File: config.mk
export PLATFORM = sky130hd
export DESIGN_NAME = prio_enc_pipe
export DESIGN_NICKNAME = d
export VERILOG_FILES = /design/src/rtl/prio_enc_pkg.sv /design/src/rtl/prio_enc_core.sv /design/src/rtl/prio_enc_pipe.sv
export SDC_FILE = /design/constraint.sdc
export NUM_CORES = 1
export LEC_CHECK = 0
export CORE_MARGIN = 2
export CORE_UTILIZATION = 51
export CTS_CLUSTER_DIAMETER = 100
export CTS_CLUSTER_SIZE = 10
export DETAILED_ROUTE_END_ITERATION = 8
export PLACE_DENSITY = 0.93
export RECOVER_POWER = 100
export SLEW_MARGIN = 20
export SYNTH_ARGS = -nofsm -noshare
export SYNTH_HDL_FRONTEND = slang
export SYNTH_SLANG_ARGS = --single-unit
export TNS_END_PERCENT = 1
File: constraint.sdc
create_clock -name clk -period 4.9 [get_ports clk]
set_input_delay 1.47 -clock clk [delete_from_list [all_inputs] [get_ports clk]]
set_output_delay 1.47 -clock clk [all_outputs]
set_load 0.02 [all_outputs]
File: src/rtl/prio_enc_pkg.sv
// Shared constants for the registered priority encoder.
// The one-hot GRANT output is enabled by defining PRIO_ENC_ONEHOT_EN.
package prio_enc_pkg;

    localparam logic MODE_FIXED = 1'b0;
    localparam logic MODE_RR    = 1'b1;

endpackage

File: src/rtl/prio_enc_core.sv
// Combinational priority core: rotate by the pointer, find the highest set bit, un-rotate.
// The one-hot output exists only when PRIO_ENC_ONEHOT_EN is defined.
module prio_enc_core
    import prio_enc_pkg::*;
#(
    parameter int WIDTH = 8,
    localparam int IDX_W = $clog2(WIDTH)
) (
    input  logic [WIDTH-1:0] d,
    input  logic [IDX_W-1:0] ptr,
    input  logic             mode,
    output logic [IDX_W-1:0] index,
`ifdef PRIO_ENC_ONEHOT_EN
    output logic [WIDTH-1:0] onehot,
`endif
    output logic             any
);

    localparam int SH_W = IDX_W + 1;

    logic [IDX_W-1:0]   eff_ptr;
    logic [SH_W-1:0]    shamt;
    logic [2*WIDTH-1:0] dd;
    logic [WIDTH-1:0]   rot;
    logic [IDX_W-1:0]   pos;
    logic [SH_W-1:0]    sum;

    // Fixed mode is round-robin with the pointer pinned at WIDTH-1, so rot == d.
    // After the shift rot[i] = d[(eff_ptr+1+i) mod WIDTH]; rot[WIDTH-1] is d[eff_ptr].
    always_comb begin
        eff_ptr = (mode == MODE_RR) ? ptr : IDX_W'(WIDTH - 1);
        shamt   = SH_W'(eff_ptr) + SH_W'(1);
        dd      = {d, d};
        rot     = WIDTH'(dd >> shamt);
        pos     = '0;
        for (int i = 0; i < WIDTH; i++) begin
            if (rot[i]) pos = IDX_W'(i);
        end
        sum = SH_W'(eff_ptr) + SH_W'(1) + SH_W'(pos);
        if (sum >= SH_W'(WIDTH)) sum = sum - SH_W'(WIDTH);
        any   = |d;
        index = any ? sum[IDX_W-1:0] : '0;
    end

`ifdef PRIO_ENC_ONEHOT_EN
    always_comb begin
        onehot = '0;
        if (any) onehot = WIDTH'(1) << index;
    end
`endif

endmodule

File: src/rtl/prio_enc_pipe.sv
// Registered priority encoder with valid/ready handshake and fixed/round-robin modes.
// Defining PRIO_ENC_ONEHOT_EN adds the registered one-hot GRANT output.
module prio_enc_pipe
    import prio_enc_pkg::*;
#(
    parameter int WIDTH = 8,
    localparam int IDX_W = $clog2(WIDTH)
) (
    input  logic             clk,
    input  logic             rst_n,
    input  logic             in_valid,
    output logic             in_ready,
    input  logic [WIDTH-1:0] d,
    input  logic             rr_mode,
    output logic             out_valid,
    input  logic             out_ready,
    output logic [IDX_W-1:0] q,
`ifdef PRIO_ENC_ONEHOT_EN
    output logic [WIDTH-1:0] grant,
`endif
    output logic             any
);

    logic             accept;
    logic [IDX_W-1:0] ptr;
    logic [IDX_W-1:0] ptr_nxt;
    logic [IDX_W-1:0] idx_p0;
    logic             any_p0;
    logic             vld_p1;
    logic [IDX_W-1:0] q_p1;
    logic             any_p1;
`ifdef PRIO_ENC_ONEHOT_EN
    logic [WIDTH-1:0] oh_p0;
    logic [WIDTH-1:0] grant_p1;
`endif

    assign in_ready = !vld_p1 || out_ready;
    assign accept   = in_valid && in_ready;

    // stage p0: combinational encode of the offered vector
    prio_enc_core #(.WIDTH(WIDTH)) u_core (
        .d      (d),
        .ptr    (ptr),
        .mode   (rr_mode),
        .index  (idx_p0),
`ifdef PRIO_ENC_ONEHOT_EN
        .onehot (oh_p0),
`endif
        .any    (any_p0)
    );

    // Next pointer wraps explicitly to WIDTH-1, which matters for non-power-of-two widths.
    assign ptr_nxt = (idx_p0 == '0) ? IDX_W'(WIDTH - 1) : idx_p0 - IDX_W'(1);

    // stage p1: output registers and round-robin pointer
    always_ff @(posedge clk or negedge rst_n) begin
        if (!rst_n) begin
            vld_p1 <= 1'b0;
            ptr    <= IDX_W'(WIDTH - 1);
        end else if (accept) begin
            vld_p1 <= 1'b1;
            if (rr_mode == MODE_RR && any_p0) ptr <= ptr_nxt;
        end else if (out_ready) begin
            vld_p1 <= 1'b0;
        end
    end

    always_ff @(posedge clk or negedge rst_n) begin
        if (!rst_n) begin
            q_p1   <= '0;
            any_p1 <= 1'b0;
        end else if (accept) begin
            q_p1   <= idx_p0;
            any_p1 <= any_p0;
        end
    end

`ifdef PRIO_ENC_ONEHOT_EN
    always_ff @(posedge clk or negedge rst_n) begin
        if (!rst_n) grant_p1 <= '0;
        else if (accept) grant_p1 <= oh_p0;
    end
    assign grant = grant_p1;
`endif

    assign out_valid = vld_p1;
    assign q         = q_p1;
    assign any       = any_p1;

endmodule

==> results.yml <==
detailed_routing:
  wirelength_mm: 1.71
  vias_per_cell: 6.00
  vias: 642
  drt_first_pass_iters: 4
  route.detailed.wl_per_inst_um: 15.9
  ant_nets: 0
  drc_errors: 0
  drt-initial-drc-count: 17
global_route:
  grtUsageTotal_pct: 22.3
  grt_pass1_wl_mm: 2.95
  antenna_found_initial: 0
  grtUsageMet2_pct: 34.7
  met3_usage_pct: 8.26
  grt_overflow_total: 0
  grtUsageMet1_pct: 26.5
  grt_pass1_vias: 680
  grt_max_degree: 10
  grt.busiest_layer: "met2"
setup_path:
  worstSetupPathType: "in2reg"
  r2r_cells: 14
  required_ns: 5.08
  path_cells: "clkdlybuf4s50_1, nand2b_2, buf_4, mux2i_1, mux4_2, nand3_1, a31oi_1, ha_1, inv_1, fa_1, xnor2_1, xnor2_1, a21o_1, ha_1, o21ai_0"
  worstPathArrival_ns: 4.80
  cp-end-kind: "flip-flop"
  worstPathMaxFanout: 7
  critPathLaunchType: "primary input"
  slowest_stage: "clkdlybuf4s50_1"
  max_stage_delay_ns: 0.47
floorplan:
  die_h_um: 41.9
  die-area_um2: 1750
  die_w_um: 41.9
  row_count: 13
  start_util_pct: 55.6
  io_pins: 19
  core-area_um2: 1320
final_layout:
  num-nets-final: 110
  area_growth_pct: 30.4
  utilization_pct: 72.5
  antennaDiodeCount: 0
  layout-drive-gt1-share_pct: 19.6
synthesis:
  ys_ff_latch: 8
  synth-seq-area-share_pct: 27.9
  ys_types: 24
  synth_top_area_cell: "mux4_2"
  synth.area.top_cells: "mux4_2 18%, dfrtp_1 17%, mux2i_1 11%"
  syn_avg_cell_area_um2: 10.3
  yosysWarnings: 0
  synth_cells: 71
  syn_nets: 88
  netlist.area_leader.share_pct: 18.5
  syn-cell-area_um2: 732
pwr:
  pwr-share-clk_pct: 12.2
  pwr_density_cell_nw_per_um2: 488
  p_sw_w: 0.000189
  combPwrFrac_pct: 63.7
  peakVddDrop_v: 0.000283
  leakage_nw: 0.418
  seq_power_share_pct: 24.0
  p_sw_share_pct: 40.5
  power_w: 0.000465
  cellInternalPower_w: 0.000277
clocking:
  cts_resized: 0
  cts.clk_slew.worst_paths_ns: 0.06
  cts_max_path_buffers: 2
  clk_latency_ns: 0.27
  cts_tree: "yes"
  hold_buffers: 0
  cts.sinks: 8
  cts_inserted_buffers: 3
  cts_setup_buffers: 0
  cts_root_buffer: "clkbuf_4"
  htreeDepth: 1
sta:
  rsz0062_at_grt: "false"
  slew_viol_final: 0
  fin_crit_ns: 4.63
  hold_viol_final: 0
  finalSetupTns_ns: 0
  hold_ws_ns: 0.470
  fin_skew_ns: 0.0160
  tightest_slew_ns: 0.465
  finalSetupViolCount: 0
  fmaxAchievable_mhz: 216
  slew_headroom_pct: 68.7
  final.period_utilization_pct: 94.4
place:
  gp_congestion: 0.790
  hpwlAfterDp_mm: 1.44
  numPortBuffers: 18
worst_hold_path:
  hold_depth: 2
  worst_hold_path_type: "reg2reg"
flow_run:
  maxCapViolCount: 0
status:
  status: "complete, no violations"
## sequential cells by signal, summed over array words and instances (netlist names)
name	cells
ptr	3
q	3
any	1
out_valid	1
## routing by layer
layer | share of wire, % | wire length [um] | vias to the layer above
li1 | - | - | 308
met1 | 40 | 684 | 305
met2 | 53 | 910 | 25
met3 | 4.8 | 82 | 4
met4 | 1.7 | 29 | 0
met5 | 0 | 0 | -
## cell type report
cell class | instances | area, um^2
Inverter | 3 | 11.3
Multi-Input combinational cell | 57 | 499
Timing Repair Buffer | 20 | 195
Clock buffer | 4 | 26.3
Tap cell | 15 | 18.8
Sequential cell | 8 | 204
Fill cell | 95 | 363
## cells in the final DEF (no fill, tap or decap), drive strengths merged
cell           count
nand2             12
nand3              5
nand2b             6
dlygate4sd3        9
mux4               6
o211ai             1
buf                2
xnor2              2
a31oi              1
fa                 1
clkbuf             4
clkdlybuf4s50      9
o21ai              5
nor4               2
inv                3
a21o               1
dfstp              3
nand4              2
dfrtp              5
ha                 3
nor2b              1
mux2               1
mux2i              8
## per-stage QoR
| stage | worst slack [ns] | cell area, um^2 | instances |
|---|---|---|---|
| after floorplan | 0.786 | 732 | 71 |
| after global placement | 0.129 | 925 | 103 |
| after detailed placement | -0.0227 | 925 | 103 |
| after CTS | 0.245 | 951 | 107 |
| after global routing | 0.0181 | 955 | 107 |
| final | 0.273 | 955 | 107 |
## cell families after synthesis
kind of cell / synth area share, %
multiplexers: 30.9
AND/OR/NAND/NOR: 20.2
AO/OA/AOI/OAI: 6.33
flip-flops: 27.9
buffers and inverters: 4.44
XOR/XNOR: 2.39
adder cells (fa/ha/maj): 7.86
## power by group through the flow
stage	Clock, W	Combinational [W]	Sequential [W]
floorplan	0	0.000195	0.000129
global placement	0	0.000288	0.000113
detailed placement	0	0.000301	0.000114
CTS	0.0000583	0.000305	0.000113
global route	0.0000608	0.000332	0.000115
finish	0.0000568	0.000297	0.000112
## cell usage after synthesis
master / instances
mux2i_1: 8
ha_1: 3
o21ai_1: 1
buf_2: 2
dfrtp_1: 5
nand4_2: 1
nand3_1: 5
nand2_1: 12
mux4_2: 6
nand2b_1: 5
nor2b_1: 1
a21o_1: 1
o211ai_1: 1
buf_6: 1
dfstp_2: 3
a31oi_1: 1
nor4_1: 2
nand2b_2: 1
inv_1: 3
mux2_2: 1
fa_1: 1
o21ai_0: 4
xnor2_1: 2
nand4_1: 1
## path summary, 6_finish.rpt
kind	start	endpoint	slack, ns
worst max-delay path	rr_mode	ptr[2]	0.27
worst min-delay path	any	any	0.47
worst max register to register	ptr[0]	ptr[2]	1.41
worst min register to register	any	any	0.47
max in group asynchronous	rst_n	ptr[2]	3.02
min in group asynchronous	rst_n	q[2]	1.55
## critical path, delay by kind of cell
kind | cells | cell delay [ns]
adders and majority gates | 3 | 0.84
buffers and inverters | 3 | 0.71
muxes | 2 | 0.68
AOI/OAI and AO/OA | 3 | 0.50
and+or+nand+nor | 2 | 0.31
xor gates and xnor gates | 2 | 0.30
(Power assumes the default switching activity.)
==> variant (config.mk and constraints unchanged) <==
The option `PRIO_ENC_ONEHOT_EN` is turned on by a define.
--- a/src/rtl/prio_enc_core.sv
+++ b/src/rtl/prio_enc_core.sv
@@ -2,2 +2,4 @@
 // The one-hot output exists only when PRIO_ENC_ONEHOT_EN is defined.
+`define PRIO_ENC_ONEHOT_EN
+
 module prio_enc_core
Function (old outputs only; new: grant): kept (equiv_simple and equiv_induct, registers matched by name and starting in step).
==> variant against the unedited design <==
  * Power grew 110%
  * Cell area up 78%
  * Setup slack lost 0.087 ns
  * Routed wire length grew 84%
  * Non-clock buffer count is 15 higher
  * Final cell count up 68%
  * Register-to-register slack improved by 0.06 ns
  * Sequential power is 110% higher
  * Hold slack improved by 0.026 ns
  * Sequential cell count up 8
  * Via count grew 74%
  * Area after synthesis rose by 81%
==> variant: results (changes against the unedited design) <==
** Layout
- Count of fill cells added during filler insertion :: 181 (+91%)
- The number of signal-net inverters in the final layout came to 7 (+4).
- The layout cell share with drive strength beyond 1 came to 0.220 (+0.0243).
- The total of plain and repair buffers excluding clock buffers was 35 (+75%).
- Net count reported at finish :: 171 (+55%)
- The multi-input combinational cell count is 88 (+54%).
- The non-clock buffer share of cell area was 0.193 (-0.0120).

** Detailed routing
- Sum of routed wire segments on met1 :: 1310 um (+91%)
- Detailed router's first-iteration violation count :: 25 (+8)
- Met3 WL :: 174 um (+110%)
- The length of routed met2 wiring was 1640 um (+80%).

** Placed design
- Post-detailed-placement cell area :: 0.00165 mm2 (+78%)
- The post-DP HPWL was 2430 um (+69%).
- The routability congestion estimate from global placement is 0.877 (+11%).
- Number of buffer cells added on primary ports :: 26 (+8)

** Synthesis
- The mean instance size in the synthesized netlist came to 11.3 um2 (+9.6%).
- The mux cell area share after synthesis is 0.214 (-0.0956).
- The adder-cell share of the synthesized area is 0.0719 (-0.00673).
- Commonest cells in the netlist :: 13 x dfrtp_1, 11 x mux2i_1, 10 x nand2_1

** Clock network
- CTS sink count :: 16 (+8)

** Timing
- Slew headroom :: 0.513 (-0.174)

** Critical path
- The required time reported for the critical path endpoint came to 5.11 ns (+0.03 ns).
- On the critical path the largest part of the delay comes from multiplexers.

** Outcome
- The flow ran to the end, and the final reports show no timing, DRC or antenna violations.

** GRT
- Overall Global Routing Usage :: 0.228 (+0.00478)
## variant: worst paths after layout
check / start / endpoint / slack (ns) / cells after the start
min in group asynchronous: rst_n / grant[5]$_DFFE_PN0P_ / 1.68 / 1
max in group asynchronous: rst_n / grant[4]$_DFFE_PN0P_ / 2.76 / 1
hold reg to reg: grant[0]$_DFFE_PN0P_ / grant[0]$_DFFE_PN0P_ / 0.50 / 1
hold / removal: grant[0]$_DFFE_PN0P_ / grant[0]$_DFFE_PN0P_ / 0.50 / 1
setup reg to reg: ptr[0]$_DFFE_PN1P_ / ptr[2]$_DFFE_PN1P_ / 1.47 / 13
setup / recovery: rr_mode / ptr[2]$_DFFE_PN1P_ / 0.19 / 16
## variant: power by group through the flow
stage	Combinational [uW]	Clock, uW	Sequential, uW
global route	713	92.4	237
floorplan	389	0	280
finish	657	86.9	231
CTS	660	88.6	233
global placement	631	0	231
detailed placement	649	0	234
